File: src/rtl/imul_radix4_seq.sv
// Sequential radix-4 integer multiplier: one two-bit digit of B per clock,
// 0/A/2A/3A partial-product selection into a shift-right accumulator, with
// optional two's-complement operation through magnitude/sign handling.
module imul_radix4_seq #(
  parameter int unsigned SIZE = 4
) (
  input  logic              Clock,
  input  logic              Reset,
  input  logic              iStart,
  input  logic              iSigned,
  input  logic [SIZE-1:0]   iA,
  input  logic [SIZE-1:0]   iB,
  output logic              oBusy,
  output logic              oDone,
  output logic [2*SIZE-1:0] oResult
);

  localparam int unsigned Digits = SIZE / 2;
  localparam int unsigned CntW   = (Digits > 1) ? $clog2(Digits) : 1;
  localparam int unsigned PpW    = SIZE + 2;
  localparam int unsigned AccW   = 2 * SIZE + 2;
  localparam logic [CntW-1:0] LastCnt = CntW'(Digits - 1);

  typedef enum logic [1:0] {StIdle, StRun, StFix} state_e;

  state_e state_q, state_d;

  logic [SIZE-1:0]   mag_a_q;
  logic [PpW-1:0]    a3_q;
  logic [SIZE-1:0]   mag_b_q;
  logic              neg_q;
  logic [AccW-1:0]   acc_q;
  logic [CntW-1:0]   cnt_q;
  logic              done_q;
  logic [2*SIZE-1:0] result_q;

  logic [SIZE-1:0]   mag_a_in;
  logic [SIZE-1:0]   mag_b_in;
  logic [PpW-1:0]    a3_in;
  logic [PpW-1:0]    pp;
  logic [AccW:0]     acc_sum;
  logic [AccW-1:0]   acc_next;
  logic [2*SIZE-1:0] prod;
  logic [2*SIZE-1:0] prod_fixed;

  // Operand magnitudes and 3A, formed from the live inputs for the start edge.
  // Negating -2^(SIZE-1) yields 2^(SIZE-1), which is correct as an unsigned value.
  always_comb begin
    mag_a_in = (iSigned && iA[SIZE-1]) ? -iA : iA;
    mag_b_in = (iSigned && iB[SIZE-1]) ? -iB : iB;
    a3_in    = {2'b00, mag_a_in} + {1'b0, mag_a_in, 1'b0};
  end

  // Partial-product select and accumulate; the digit lands at bit SIZE and the
  // right shift by two moves earlier digits down to their final weight.
  always_comb begin
    pp = '0;
    case (mag_b_q[1:0])
      2'b00:   pp = '0;
      2'b01:   pp = {2'b00, mag_a_q};
      2'b10:   pp = {1'b0, mag_a_q, 1'b0};
      default: pp = a3_q;
    endcase
    acc_sum    = {1'b0, acc_q} + {1'b0, pp, {SIZE{1'b0}}};
    acc_next   = acc_sum[AccW:1] >> 1;
    prod       = acc_q[2*SIZE-1:0];
    prod_fixed = neg_q ? -prod : prod;
  end

  // State register.
  always_ff @(posedge Clock or negedge Reset) begin
    if (!Reset) begin
      state_q <= StIdle;
    end else begin
      state_q <= state_d;
    end
  end

  // Next-state logic; iStart only matters in idle.
  always_comb begin
    state_d = state_q;
    case (state_q)
      StIdle:  if (iStart) state_d = StRun;
      StRun:   if (cnt_q == LastCnt) state_d = StFix;
      StFix:   state_d = StIdle;
      default: state_d = StIdle;
    endcase
  end

  // FSM outputs; done and result come straight from registers.
  always_comb begin
    oBusy   = (state_q != StIdle);
    oDone   = done_q;
    oResult = result_q;
  end

  // Datapath registers: operand capture, digit iteration and result write.
  always_ff @(posedge Clock or negedge Reset) begin
    if (!Reset) begin
      mag_a_q  <= '0;
      a3_q     <= '0;
      mag_b_q  <= '0;
      neg_q    <= 1'b0;
      acc_q    <= '0;
      cnt_q    <= '0;
      done_q   <= 1'b0;
      result_q <= '0;
    end else begin
      done_q <= 1'b0;
      case (state_q)
        StIdle: begin
          if (iStart) begin
            mag_a_q <= mag_a_in;
            a3_q    <= a3_in;
            mag_b_q <= mag_b_in;
            neg_q   <= iSigned & (iA[SIZE-1] ^ iB[SIZE-1]);
            acc_q   <= '0;
            cnt_q   <= '0;
          end
        end
        StRun: begin
          acc_q   <= acc_next;
          mag_b_q <= mag_b_q >> 2;
          cnt_q   <= cnt_q + CntW'(1);
        end
        StFix: begin
          result_q <= prod_fixed;
          done_q   <= 1'b1;
        end
        default: ;
      endcase
    end
  end

endmodule

File: config.mk
export PLATFORM = sky130hd
export DESIGN_NAME = imul_radix4_seq
export DESIGN_NICKNAME = d
export VERILOG_FILES = /design/src/rtl/imul_radix4_seq.sv
export SDC_FILE = /design/constraint.sdc
export NUM_CORES = 1
export LEC_CHECK = 0
export ABC_AREA = 1
export CORE_ASPECT_RATIO = 0.6
export CORE_MARGIN = 5
export CORE_UTILIZATION = 35
export DETAILED_ROUTE_END_ITERATION = 8
export SYNTH_ARGS = -nofsm -noshare
export SYNTH_HDL_FRONTEND = slang
export SYNTH_SLANG_ARGS = --single-unit
File: constraint.sdc
create_clock -name Clock -period 2.4 [get_ports Clock]
set_input_delay 0.48 -clock Clock [delete_from_list [all_inputs] [get_ports Clock]]
set_output_delay 0.48 -clock Clock [all_outputs]
set_load 0.01 [all_outputs]
==> results.yml, run 1 <==
run_status:
  status: "finished, final reports clean"
place:
  place.detailed.hpwl_mm: 3.54
  gp_congestion: 0.849
  pre_cts_slack_ps: -73.8
  port_buffers: 21
critical_path:
  arrival_ps: 2380
  critPathMaxFanout: 2
  crit_type: "in -> reg"
  startpoint_type: "input port"
  endpoint_kind: "register"
  required_ps: 2610
clock_network:
  cts_setup_buffers: 0
  clkLatencyLatePin_ps: 290
  clockRootBuffer: "clkbuf_8"
  htree_levels: 2
  cts_made_buffers: 5
  cts.clk_slew.worst_paths_ps: 70
  hold_buffers: 0
  clockBufferDepth: 2
  cts_tree: "built"
  numClockSinks: 35
  cts_resized: 0
timing:
  fin_crit_sh_pct: 90.3
  worstMarginPinSlew_ps: 447
  setup_violations: 0
  clock.fmax_mhz: 461
  fin_skew_ps: 8.28
  setup_slack_ps: 233
  hold_viol: 0
  final_max_slew_viol_count: 0
  fin_crit_ps: 2170
  rsz0062_at_grt: "false"
  whs_ps: 482
  slew_headroom_pct: 70.2
drt:
  route.vias.total: 1708
  routed_wl_mm: 4.47
  avgViaCountPerCell: 4.57
  drc: 0
  first_pass_iters: 4
  ant_nets: 0
  wl_per_cell_microns: 11.9
  drtIter0Drc: 93
power:
  p_int_mw: 1.77
  powerDensity_nw_per_um2: 1170
  sw_frac_of_total_pct: 39.8
  power_frac_seq_pct: 33.9
  clkPwrFrac_pct: 21.7
  ir_drop_mv: 0.625
  p_leak_nw: 1.31
  combinationalPowerShare_pct: 44.4
  switchingPower_mw: 1.17
global_routing:
  grt_max_degree: 36
  grt-ovfl-total: 0
  antenna_found_initial: 0
  grt_pass1_wl_mm: 7.73
  grt_pass1_vias: 1567
  track_usage_pct: 13.6
synthesis:
  synth_area_leaders: "dfrtp_1 (43%), nand2_1 (16%), ha_1 (8.1%)"
  synth_fp_nets: 285
  yosys.area.top_type: "dfrtp_1"
  synth_cell_types: 27
  netlist.area_leader.share_pct: 43.5
  synth_area_sq_um: 2010
  syn_area_per_cell_sq_um: 7.81
  synthCells: 258
  ys_seq_area_share_pct: 43.5
  ys_ff_latch: 35
  synth_warnings: 0
floorplanning:
  die_height_microns: 68.8
  ios: 22
  initial_core_util_pct: 36.2
  rows: 21
  coreArea_sq_um: 5570
  dieArea_sq_um: 7420
  die_w_microns: 108
cells_and_area:
  drive_above_1_share_pct: 8.84
  syn_to_final_growth_pct: 24.7
  n_antenna_cell: 0
  nets: 320
run:
  drv_cap: 0
min_path:
  min_path_type: "reg -> reg"
[area by class of cell]
cell class | count | area, sq um
Fill cell | 569 | 3060
Multi-Input combinational cell | 185 | 980
Sequential cell | 35 | 876
Timing Repair Buffer | 32 | 293
Inverter | 34 | 128
Tap cell | 80 | 100
Clock buffer | 5 | 68.8
Clock inverter | 3 | 67.6
[power groups by stage]
stage	combinational (mW)	clock [mW]	sequential, mW
floorplan	0.882	0	0.989
global placement	1.29	0	1.01
detailed placement	1.29	0	1.01
CTS	1.30	0.652	0.998
global route	1.50	0.677	1.04
finish	1.30	0.638	0.997
[through the flow]
stage               total power, mW  utilization [%]  std cells  cell area, sq um  setup TNS (ps)
detailed placement             2.30             42.7        366              2380            -168
floorplan                      1.87                -        258              2010               0
CTS                            2.95             45.1        374              2510               0
global route                   3.21             45.1        374              2510               0
global placement               2.29             42.7        366              2380           -38.4
finish                         2.94             45.1        374              2510               0
[flip-flops by register name (all words and copies together), names as in the netlist]
register,cells
a3_q,5
acc_q,9
cnt_q,1
mag_a_q,4
mag_b_q,4
neg_q,1
oDone,1
oResult,8
state_q,2
[cell families after synthesis]
family                     share of synthesized area [%]
and+or+nand+nor                                     26.2
AOI/OAI and AO/OA                                   11.1
buffers and inverters                               7.89
DFF                                                 43.5
adders and majority gates                           10.1
xor gates and xnor gates                            1.30
[critical path, cell delays in order]
cell and delay (ps):
clkdlybuf4s50_1 470, inv_1 60, ha_1 280, nand2_1 60, o21ai_0 120, ha_1 240, fa_1 400, xnor2_1 130
o21ai_0 130
[path summary, 6_finish.rpt]
kind | startpoint | endpoint | slack, ps | depth (start not counted)
max | iA[0] | a3_q[3] | 230 | 9
min | oResult[7] | oResult[7] | 480 | 2
max reg2reg | mag_b_q[0] | acc_q[7] | 540 | 9
min reg2reg | oResult[7] | oResult[7] | 480 | 2
max in group asynchronous | Reset | mag_b_q[3] | 1470 | 2
min in group asynchronous | Reset | oResult[6] | 610 | 2
[layer usage]
metal	global-route usage, %	up-vias	share of wire (%)
met4	2.36	0	0.58
met3	3.72	4	5.2
met1	22.7	757	59
met5	0	-	0
li1	-	909	-
met2	16.6	38	35
[cell usage in the layout (no fill, tap or decap), types with 2 or more instances in the layout]
cell type / instances
inv_1: 31
inv_2: 3
bufinv_16: 2
a21oi_1: 8
o22ai_1: 5
nor2_2: 2
clkdlybuf4s50_1: 21
nand2_1: 86
clkbuf_8: 5
ha_1: 13
fa_1: 2
o211ai_1: 3
buf_4: 11
nand4_1: 2
dfrtp_1: 35
o21ai_1: 2
o21ai_0: 17
xnor2_1: 2
nor2_1: 12
nand3_1: 22
o2bb2ai_1: 2
[cells in the mapped netlist, drive strengths merged]
master	n
o31ai	1
dfrtp	35
nor3	1
buf	4
o211ai	3
o22ai	5
nand3b	1
o21ai	19
nand4	2
xnor2	2
fa	2
or2	1
o221ai	1
nor2	14
xor2	1
nand2	87
inv	34
a21oi	8
ha	13
nand3	22
o2bb2ai	2
(Power assumes the default switching activity.)
==> run 2, diff against run 1 <==
- CELL_PAD_IN_SITES_DETAIL_PLACEMENT: default -> 1
- CELL_PAD_IN_SITES_GLOBAL_PLACEMENT: default -> 1
- CORE_MARGIN: 5 -> default
- PLACE_DENSITY_LB_ADDON: default -> 0.1
- SETUP_SLACK_MARGIN: default -> 0.02
==> run 2 against run 1 <==
Register-to-register slack got worse by 90 ps. Count of clock-buffer cells in the layout rose by 1. Hold slack got worse by 200 ps. Utilization rose by 1.6 points. Wire length rose by 18%. Sequential share of layout area rose by 0.49 points. Combinational power rose by 3%. First-iteration DRC count fell by 41%. Critical path depth did not move. Clock skew fell by 3.4 ps. Critical path type unchanged. Critical endpoint unchanged.
==> results.yml, run 2 (synthesis gave the netlist of run 1 again) <==
run_status:
  status: "finished, final reports clean"
clock_network:
  htree_levels: 2
  cts_setup_buffers: 0
  numClockSinks: 35
  hold_buffers: 0
  clockRootBuffer: "clkbuf_8"
  cts_made_buffers: 5
  clockBufferDepth: 2
  clkLatencyLatePin_ps: 290
  cts_tree: "built"
  cts.clk_slew.worst_paths_ps: 70
timing:
  whs_ps: 279
  hold_viol: 0
  final_max_slew_viol_count: 0
  slew_headroom_pct: 46.3
  clock.fmax_mhz: 454
  rsz0062_at_grt: "false"
  tns_ps: 0
  fin_crit_sh_pct: 91.8
  fin_crit_ps: 2200
  worstMarginPinSlew_ps: 806
  setup_slack_ps: 196
  fin_skew_ps: 4.85
  setup_violations: 0
floorplanning:
  die_w_microns: 99.9
  die_height_microns: 60.8
  coreArea_sq_um: 5310
  ios: 22
  dieArea_sq_um: 6070
  initial_core_util_pct: 38.0
  rows: 20
drt:
  wl_per_cell_microns: 14.3
  drtIter0Drc: 55
  route.vias.total: 1780
  first_pass_iters: 4
  ant_nets: 0
  routed_wl_mm: 5.28
  avgViaCountPerCell: 4.81
  drc: 0
critical_path:
  startpoint_type: "input port"
  ff2ff_setup_slack_ps: 450
  critPathMaxFanout: 2
  required_ps: 2600
  reg2reg_to: "acc_q[7]"
  timing.rr.start: "mag_b_q[0]"
  endpoint_kind: "register"
  reg2regPathDepth: 9
  crit_type: "in -> reg"
  arrival_ps: 2410
  startpoint: "iA[0]"
global_routing:
  antenna_found_initial: 0
  grt_max_degree: 36
  grt-ovfl-total: 0
  track_usage_pct: 20.6
  grt_pass1_wl_mm: 9.34
  grt_pass1_vias: 1807
cells_and_area:
  final_common_cell: "nand2_1"
  largest_reg_flops: 9
  final_cell_mix: "nand2_1 (86), dfrtp_1 (35), inv_1 (30)"
  top_register: "acc_q"
  n_antenna_cell: 0
  syn_to_final_growth_pct: 23.0
  nFillCells: 674
  drive_above_1_share_pct: 9.22
  nets: 319
run:
  drv_cap: 0
power:
  powerDensity_nw_per_um2: 1170
  ir_drop_mv: 0.612
  p_total_mw: 2.91
  p_leak_nw: 1.30
place:
  gp_congestion: 0.774
  place.detailed.hpwl_mm: 4.23
  pre_cts_slack_ps: -112
  port_buffers: 21
min_path:
  min_path_type: "in -> async"
## run 2: worst max-delay path: stages
cell	delay, ps
clkdlybuf4s50_1	470
inv_1	60
ha_1	290
nand2_1	70
o21ai_0	110
ha_1	230
fa_1	410
xnor2_1	140
o21ai_0	150
## run 2: area by class of cell
type	instances	area, sq um	area share [%]
multi-input cells	185	980	39.5
well taps	77	96.3	3.89
clock buffers	6	82.6	3.33
clock inverters	2	35.0	1.41
flip-flops and latches	35	876	35.4
repair buffers	31	280	11.3
inverters	34	128	5.15
## run 2: per-stage QoR
step	instance area, sq um	utilization (%)	cells
detailed placement	2360	44.5	362
global route	2480	46.7	370
CTS	2480	46.7	370
floorplan	2010	-	258
global placement	2360	44.5	362
finish	2480	46.7	370
## run 2: per-layer routing
layer | up-vias | wire length (microns) | track usage, %
met5 | - | 0 | 0
met4 | 0 | 19 | 4.41
met3 | 2 | 238 | 4.15
met2 | 31 | 1970 | 28.1
met1 | 847 | 3050 | 32.8
li1 | 900 | - | -
## run 2: timing repair
item,CTS,global route
hold endpoints to repair,0,0
resized for setup,0,1
endpoints found under the setup margin,0,1
## run 2: how the worst max path moves through the flow
stage               to  depth (start not counted)
2_1_floorplan  a3_q[3]                          8
3_3_place_gp   a3_q[3]                          9
3_5_place_dp   a3_q[4]                         13
4_1_cts        a3_q[3]                          9
5_1_grt        a3_q[3]                          9
6_report       a3_q[3]                          9
## run 2: where the power goes
group | switching (mW) | internal [mW] | total, mW
clock network | 0.222 | 0.336 | 0.558
registers | 0.182 | 0.828 | 1.01
logic | 0.815 | 0.528 | 1.34
==> run 3, diff against run 2 <==
- CAP_MARGIN: default -> 10
==> results of run 3 <==
No change in the layout: final DEF, timing and power equal those of run 2.
